`config.mk`:
```
export PLATFORM = sky130hd
export DESIGN_NAME = seq_circuit_scheduler
export DESIGN_NICKNAME = d
export VERILOG_FILES = /design/src/rtl/seq_sched_pkg.sv /design/src/rtl/seq_circuit_scheduler_rr_arbiter.sv /design/src/rtl/seq_circuit_scheduler.sv
export SDC_FILE = /design/constraint.sdc
export NUM_CORES = 1
export LEC_CHECK = 0
export ABC_AREA = 1
export ABC_CLOCK_PERIOD_IN_PS = 6500
export CORE_MARGIN = 2
export CORE_UTILIZATION = 44
export CTS_CLUSTER_DIAMETER = 80
export DETAILED_ROUTE_END_ITERATION = 16
export HOLD_SLACK_MARGIN = 0.1
export PLACE_DENSITY = 0.76
export SLEW_MARGIN = 40
export SYNTH_ARGS = -nofsm -noshare
export SYNTH_HDL_FRONTEND = slang
export SYNTH_SLANG_ARGS = --single-unit
export TNS_END_PERCENT = 10
```
`constraint.sdc`:
```
create_clock -name clk -period 6.5 [get_ports clk]
set_clock_uncertainty 0.05 [all_clocks]
set_input_delay 0.975 -clock clk [delete_from_list [all_inputs] [get_ports clk]]
set_output_delay 0.975 -clock clk [all_outputs]
set_load 0.05 [all_outputs]
```
`src/rtl/seq_sched_pkg.sv`:
```
// Shared types and default sizing for the sequential-circuit scheduler.
package seq_sched_pkg;

    localparam int DEF_N_REQ     = 4;
    localparam int DEF_FRAME_LEN = 8;

    typedef enum logic [1:0] {IDLE, CLR, SHIFT, DONE} state_t;

    typedef logic [DEF_FRAME_LEN-1:0] frame_t;

endpackage

```
`src/rtl/seq_circuit_scheduler_rr_arbiter.sv`:
```
// Combinational round-robin pick: first set request at or after ptr, wrapping.
module rr_arbiter #(
    parameter int N_REQ = 4,
    parameter int IDX_W = 2
) (
    input  logic [N_REQ-1:0] req,
    input  logic [IDX_W-1:0] ptr,
    output logic [N_REQ-1:0] gnt,
    output logic [IDX_W-1:0] winner,
    output logic             found
);

    int               idx;
    logic [IDX_W-1:0] sel;

    always_comb begin
        gnt    = '0;
        winner = '0;
        found  = 1'b0;
        idx    = 0;
        sel    = '0;
        for (int k = 0; k < N_REQ; k++) begin
            idx = (int'(ptr) + k) % N_REQ;
            sel = IDX_W'(idx);
            if (!found && req[sel]) begin
                found    = 1'b1;
                gnt[sel] = 1'b1;
                winner   = sel;
            end
        end
    end

endmodule

```
`src/rtl/seq_circuit_scheduler.sv`:
```
// Time-shares one serial sequential circuit among N_REQ requesters: grant,
// clear the circuit, shift a frame through it LSB first, report the result.
module seq_circuit_scheduler
    import seq_sched_pkg::*;
#(
    parameter int N_REQ     = DEF_N_REQ,
    parameter int FRAME_LEN = DEF_FRAME_LEN,
    parameter int IDX_W     = $clog2(N_REQ),
    parameter int CNT_W     = (FRAME_LEN > 1) ? $clog2(FRAME_LEN) : 1
) (
    input  logic                       clk,
    input  logic                       reset,
    input  logic [N_REQ-1:0]           req,
    input  logic [N_REQ*FRAME_LEN-1:0] req_frame,
    input  logic                       abort,
    output logic [N_REQ-1:0]           gnt,
    output logic                       busy,
    output logic                       circ_reset,
    output logic                       circ_x,
    input  logic                       circ_y,
    input  logic                       circ_q,
    output logic                       done,
    output logic [FRAME_LEN-1:0]       result,
    output logic [IDX_W-1:0]           done_id,
    output logic                       final_q
);

    state_t               state;
    state_t               state_nx;
    logic [IDX_W-1:0]     ptr;
    logic [IDX_W-1:0]     owner;
    logic [IDX_W-1:0]     win;
    logic [N_REQ-1:0]     arb_gnt;
    logic                 arb_found;
    logic [FRAME_LEN-1:0] frame_sr;
    logic [CNT_W-1:0]     cnt;
    logic                 abort_clr;
    logic                 grant;
    logic                 grant_ok;
    logic                 last_bit;
    logic                 abort_hit;

    rr_arbiter #(
        .N_REQ (N_REQ),
        .IDX_W (IDX_W)
    ) u_arb (
        .req    (req),
        .ptr    (ptr),
        .gnt    (arb_gnt),
        .winner (win),
        .found  (arb_found)
    );

    always_comb begin
        state_nx  = state;
        grant     = 1'b0;
        abort_hit = 1'b0;
        last_bit  = (cnt == CNT_W'(FRAME_LEN - 1));
        case (state)
            IDLE: begin
                if (arb_found) begin
                    grant    = 1'b1;
                    state_nx = CLR;
                end
            end
            CLR: begin
                if (abort) begin
                    abort_hit = 1'b1;
                    state_nx  = IDLE;
                end else begin
                    state_nx = SHIFT;
                end
            end
            SHIFT: begin
                if (abort) begin
                    abort_hit = 1'b1;
                    state_nx  = IDLE;
                end else if (last_bit) begin
                    state_nx = DONE;
                end
            end
            DONE:    state_nx = IDLE;
            default: state_nx = IDLE;
        endcase
    end

    // The grant is a Mealy pulse off the arbiter, so it must be masked while reset is held.
    assign grant_ok   = grant & reset;
    assign gnt        = grant_ok ? arb_gnt : '0;
    assign busy       = (state != IDLE) | grant_ok;
    assign circ_reset = (state == CLR) | abort_clr;
    assign circ_x     = (state == SHIFT) & frame_sr[0];
    assign done       = (state == DONE);

    always_ff @(posedge clk or negedge reset) begin
        if (!reset) begin
            state     <= IDLE;
            ptr       <= '0;
            owner     <= '0;
            frame_sr  <= '0;
            cnt       <= '0;
            abort_clr <= 1'b0;
            result    <= '0;
            done_id   <= '0;
            final_q   <= 1'b0;
        end else begin
            state     <= state_nx;
            abort_clr <= abort_hit;
            if (grant) begin
                ptr      <= (win == IDX_W'(N_REQ - 1)) ? '0 : win + 1'b1;
                owner    <= win;
                frame_sr <= req_frame[int'(win)*FRAME_LEN +: FRAME_LEN];
            end
            if (state == CLR && !abort) begin
                result <= '0;
                cnt    <= '0;
            end
            // An aborted SHIFT cycle leaves result exactly as far as it got.
            if (state == SHIFT && !abort) begin
                result[cnt] <= circ_y;
                frame_sr    <= frame_sr >> 1;
                cnt         <= cnt + 1'b1;
                if (last_bit) begin
                    final_q <= circ_q;
                    done_id <= owner;
                end
            end
        end
    end

endmodule

```
Word-level counts from Yosys, hierarchy flattened
Index checks and enable logic that the tools add are counted.
Widths: inputs -> output; s select.
{ "word_totals": {"regBits": 29, "in_bits": 41} }
{ "classes": {"bitwise_logic": 7, "n_lt_le_gt_ge": 10, "n_eq_ne": 7, "n_shift": 1, "n_reduce_logical": 21, "n_addsub": 5, "n_mux": 48} }
{ "op_table": {"columns": ["cell", "n"], "rows": [
  ["$mux 8", 4],
  ["$shiftx 32x6->8", 1],
  ["$mux 4", 5],
  ["$mux 2", 9],
  ["$mux 1", 17],
  ["$lt 2x3->1 const B", 4],
  ["$or 4x4->4", 3],
  ["$logic_and 1x1->1", 10],
  ["$bmux 1 s2", 4],
  ["$bwmux 8", 1],
  ["$demux 1 s2", 4],
  ["$ge 2x1->1 const B", 4],
  ["$pmux 2 s4", 1],
  ["$eq 2x2->1 const B", 3],
  ["$mux 3", 2],
  ["$reduce_bool 2->1", 3],
  ["$add 2x1->2 const B", 2],
  ["$add 2x2->2 const B", 2],
  ["$logic_not 1->1", 4],
  ["$lt 3x4->1 const B", 1],
  ["$reduce_and 2->1", 2],
  ["$add 3x1->3 const B", 1],
  ["$demux 1 s3", 1],
  ["$eq 3x3->1 const B", 1],
  ["other kinds (8)", 10]
]} }

Depth between registers and ports, before layout
{ "logic_depth": {"ltp_word": 16, "depth_mapped": 17, "ltp_nobuf": 14} }

Hierarchy
From an unflattened synthesis, not the netlist that was laid out.
{ "unflattened": {"cells_unflattened": 359, "area_unflattened_um2": 2298.5} }
{ "by_module_without_submodules": {"columns": ["mod", "cells_per_inst", "area_per_inst_um2", "instances"], "rows": [
  ["seq_circuit_scheduler", 285, 1858.0, 1],
  ["rr_arbiter", 74, 440.4, 1]
]} }

Least setup slack after synthesis
OpenSTA, ideal clock, no wires.
{ "synth_timing": {"path_kind": "flip-flop to output port", "startpoint": "register ptr[0]", "endpoint": "output port gnt[3]", "slack_ps": 3200, "t_arrival_ps": 2275, "path_stages_with_launch": 16, "path_cell_list": "dfrtp_1 > buf_6 > inv_4 > buf_8 > ha_1 > inv_1 > nand3_1 > nand2_2 > nor2_8 > nand4_4 > nand2_2 > inv_1 > nand2_1 > inv_1 > nand2_1 > inv_1"} }
{ "synth_via": {"elab_chain_cells": 16, "elab_cells_between_ends": 52} }
{ "synth_rtl": {"columns": ["element", "line_no", "source"], "rows": [
  ["start: declaration", "seq_circuit_scheduler.sv:30", "logic [IDX_W-1:0] ptr;"],
  ["start signal: assignment", "seq_circuit_scheduler.sv:110", "ptr <= (win == IDX_W'(N_REQ - 1)) ? '0 : win + 1'b1;"],
  ["branches (longest 15 deep; another with $lt 2x3->1)", null, null],
  ["$mux 4 (*)", "seq_circuit_scheduler.sv:89", "assign gnt = grant_ok ? arb_gnt : '0;"],
  ["end: declaration", "seq_circuit_scheduler.sv:16", "output logic [N_REQ-1:0] gnt,"]
]} }
Mark *: on every way between the ends. The select of a mux whose other input is x is not followed.

Worst setup path after layout
{ "layout_timing": {"startpoint": "input port req[3]", "endpoint": "output port gnt[3]"} }
{ "layout_via": {"elab_chain_cells": 16, "elab_cells_between_ends": 29} }
{ "layout_rtl": {"columns": ["element", "line_no", "source"], "rows": [
  ["start: declaration", "seq_circuit_scheduler.sv:13", "input logic [N_REQ-1:0] req,"],
  ["$bmux 1 s2", "seq_circuit_scheduler_rr_arbiter.sv:25", "if (!found && req[sel]) begin"],
  ["$mux 1 (implied by the code)", "seq_circuit_scheduler_rr_arbiter.sv:25", null],
  ["$mux 1", "seq_circuit_scheduler_rr_arbiter.sv:25", null],
  ["$logic_not 1->1", "seq_circuit_scheduler_rr_arbiter.sv:25", null],
  ["$logic_and 1x1->1", "seq_circuit_scheduler_rr_arbiter.sv:25", null],
  ["$mux 1", "seq_circuit_scheduler_rr_arbiter.sv:25", null],
  ["$logic_not 1->1", "seq_circuit_scheduler_rr_arbiter.sv:25", null],
  ["$logic_and 1x1->1", "seq_circuit_scheduler_rr_arbiter.sv:25", null],
  ["$mux 1", "seq_circuit_scheduler_rr_arbiter.sv:25", null],
  ["$logic_not 1->1", "seq_circuit_scheduler_rr_arbiter.sv:25", null],
  ["$logic_and 1x1->1", "seq_circuit_scheduler_rr_arbiter.sv:25", null],
  ["$mux 1", "seq_circuit_scheduler_rr_arbiter.sv:25", null],
  ["$mux 1", "seq_circuit_scheduler.sv:61", "if (arb_found) begin"],
  ["$mux 1", "seq_circuit_scheduler.sv:59", "case (state)"],
  ["$and 1x1->1", "seq_circuit_scheduler.sv:88", "assign grant_ok = grant & reset;"],
  ["$mux 4 (*)", "seq_circuit_scheduler.sv:89", null]
]} }
Every way passes the cells marked *; elsewhere a longest branch is shown, timed or not. The select of a mux whose other input is x is not followed.

==> impl_metrics.ini <==
[setup_path]
cp_max_fo = 19
cp_slowest_stage_delay_ns = 0.79
crit_path_end_kind = output port
crit_type = in2out
critPathRequiredTime_ns = 5.47
slowest_stage = clkdlybuf4s50_1
start_kind = input port
crit_top_cell = inv_1
worstPathArrival_ns = 3.68
crit_chain = clkdlybuf4s50_1, inv_1, nand2_1, nand3_1, nand2_4, nor2_8, nand4_4, nand2_2, inv_1, nand2_1, inv_1, nand2_1, inv_1, clkdlybuf4s50_1

[drt]
drc = 0
via_count = 2298
first_pass_iters = 4
drtIter0Drc = 174
viasPerCell = 4.90
wirelength_mm = 5.21
post_drt_wl_per_cell_um = 11.1
detail-route-antenna-nets = 0

[die]
rows = 26
dieArea_um2 = 5870
start_util_pct = 45.4
die_w_um = 76.6
io_pins = 60
core-area_um2 = 5110
fp.dieH_um = 76.6

[placement]
io_buffer_count = 59
dpl_cell_area_um2 = 2950
pre_cts_ws_ns = 1.80
place.gp.congestion = 0.859
detailed_place_hpwl_mm = 4.01
dp.cells = 461

[clock_tree]
cts_tree = done
h-tree-depth = 2
clkLatencyLatePin_ns = 0.27
numCtsBuffers = 5
cts_setup_buffers = 0
postCtsResizedCells = 0
clkTransAtPathRegs_ns = 0.06
cts_hold_buf = 0
clockBufferDepth = 2
root_buffer = clkbuf_8
clock_sinks = 29

[timing]
fin_setup_tns_ns = 0
period_needed_ns = 4.70
tightest_slew_ns = 0.504
fin_ws_ns = 1.80
max_slew_margin_pct = 66.3
finalCritPeriodShare_pct = 72.4
holdWs_ns = 0.437
rsz0062_at_grt = false
hold_viol = 0
max_clock_freq_ghz = 0.213
setup-violations-final = 0
maxSlewViolCount = 0

[synthesis]
synth_area_per_cell_um2 = 6.88
synth_edf_count = 0
synthAdderAreaFrac_pct = 7.56
ys_seq_area_share_pct = 31.3
yosys.area.top_type = dfrtp_1
synthXorXnorAreaFrac_pct = 0
synth_top_area_share_pct = 31.3
synth-compound-area-share_pct = 9.44
synth_cell_type_count = 32
synth-seq-cells = 29
synth_ff_type = dfrtp_1
ys_top_cells_by_count = nand2_1 (83), inv_1 (68), nand3_1 (63)
synthMuxAreaShare_pct = 0.486
netlist_area_um2 = 2320
synth_area_leaders = dfrtp_1 (31%), nand3_1 (14%), nand2_1 (13%)
synthCells = 337
synth_top_family_by_area = simple AND/OR/NAND/NOR gates
synthArstFlopShare_pct = 100
synth_most_common_cell = nand2_1
yosysWarnings = 0
synth-simple-area-share_pct = 36.9
synth_nets = 392

[final_layout]
drive_gt1_share_pct = 7.52
stdcell_area_um2 = 3030
fin_nets = 453
finalNonFillerCells = 469
syn_to_final_growth_pct = 30.8
antenna_cells = 0

[pwr]
p_int_mw = 0.655
power.leakage_nw = 1.61
p_per_area_nw_per_um2 = 482
irDropWorstVdd_mv = 0.263
p_seq_share_pct = 19.1
pwr-share-comb_pct = 71.5
clkPwrFrac_pct = 9.5
switching_share_pct = 55.1
net-switching-power_mw = 0.806

[grt]
antenna_found_initial = 0
grt_pass1_vias = 2154
track_usage_pct = 18.6
grt_start_max_net_pins = 31
grt_overflow = 0
grt_pass1_wl_mm = 9.02

[job]
cap_viol_max_count = 0

[worst_hold_path]
hold_path.class = reg2reg

[run_status]
status = completed
-- kinds of logic after synthesis --
| group | Yosys count |
|---|---|
| AND/OR/NAND/NOR | 175 |
| buffers and inverters | 80 |
| AO/OA/AOI/OAI | 38 |
| flip-flops | 29 |
| adder cells (fa/ha/maj) | 14 |
| multiplexers | 1 |
-- path summary, 6_finish.rpt --
path,from,endpoint,slack (ns),cells past startpoint
hold reg to reg,done_id[1],done_id[1],0.44,2
max in group asynchronous,reset,done_id[0],5.09,2
setup reg to reg,ptr[0],frame_sr[0],3.67,13
setup / recovery,req[3],gnt[3],1.80,14
min in group asynchronous,reset,abort_clr,1.03,2
hold / removal,done_id[1],done_id[1],0.44,2
-- per-stage QoR --
stage,total power [mW],util (%)
floorplan,1.11,-
global placement,1.30,57.8
detailed placement,1.32,57.8
CTS,1.46,59.4
global route,1.62,59.4
finish,1.46,59.4
-- area by class of cell --
cell class | instances | area [µm²]
timing repair buffer | 60 | 598
multi-input combinational | 228 | 1260
tap | 70 | 87.6
sequential | 29 | 726
inverter | 74 | 280
fill | 513 | 2070
clock buffer | 8 | 80.1
-- routing by layer --
metal / wire (µm) / global-route usage, % / vias up / part of all wire, %
met5: 0 / 0 / - / 0
met4: 74 / 5.45 / 0 / 1.4
met3: 274 / 4.86 / 8 / 5.3
met2: 2410 / 32.3 / 73 / 46
met1: 2460 / 22.5 / 1023 / 47
li1: - / - / 1194 / -
-- critical path: cells and delay by family --
kind	cells	cell delay, ns
buf+inv	6	1.69
simple gates	8	0.99
-- state kept, by name, summed over array words and instances, names as in the netlist --
signal,cells
ptr,2
result,8
final_q,1
done_id,2
state,2
abort_clr,1
frame_sr,8
owner,2
cnt,3
-- placed cells by master, fill, tap and decap left out, types with 9 or more instances in the layout --
| cell | Yosys | final |
|---|---|---|
| inv_1 | 68 | 68 |
| ha_1 | 14 | 14 |
| o21ai_0 | 13 | 13 |
| nand2_1 | 83 | 83 |
| clkdlybuf4s50_1 | 0 | 59 |
| a21oi_1 | 9 | 9 |
| nand3_1 | 63 | 63 |
| dfrtp_1 | 29 | 29 |
-- power by group through the flow --
stage | Combinational [mW] | Sequential, mW | Clock [mW]
after CTS | 1.04 | 0.278 | 0.141
after floorplan | 0.834 | 0.280 | 0
final | 1.04 | 0.279 | 0.138
after detailed placement | 1.04 | 0.281 | 0
after global placement | 1.02 | 0.280 | 0
after global routing | 1.19 | 0.286 | 0.147
Note: power is estimated with default switching activity, not from simulation.
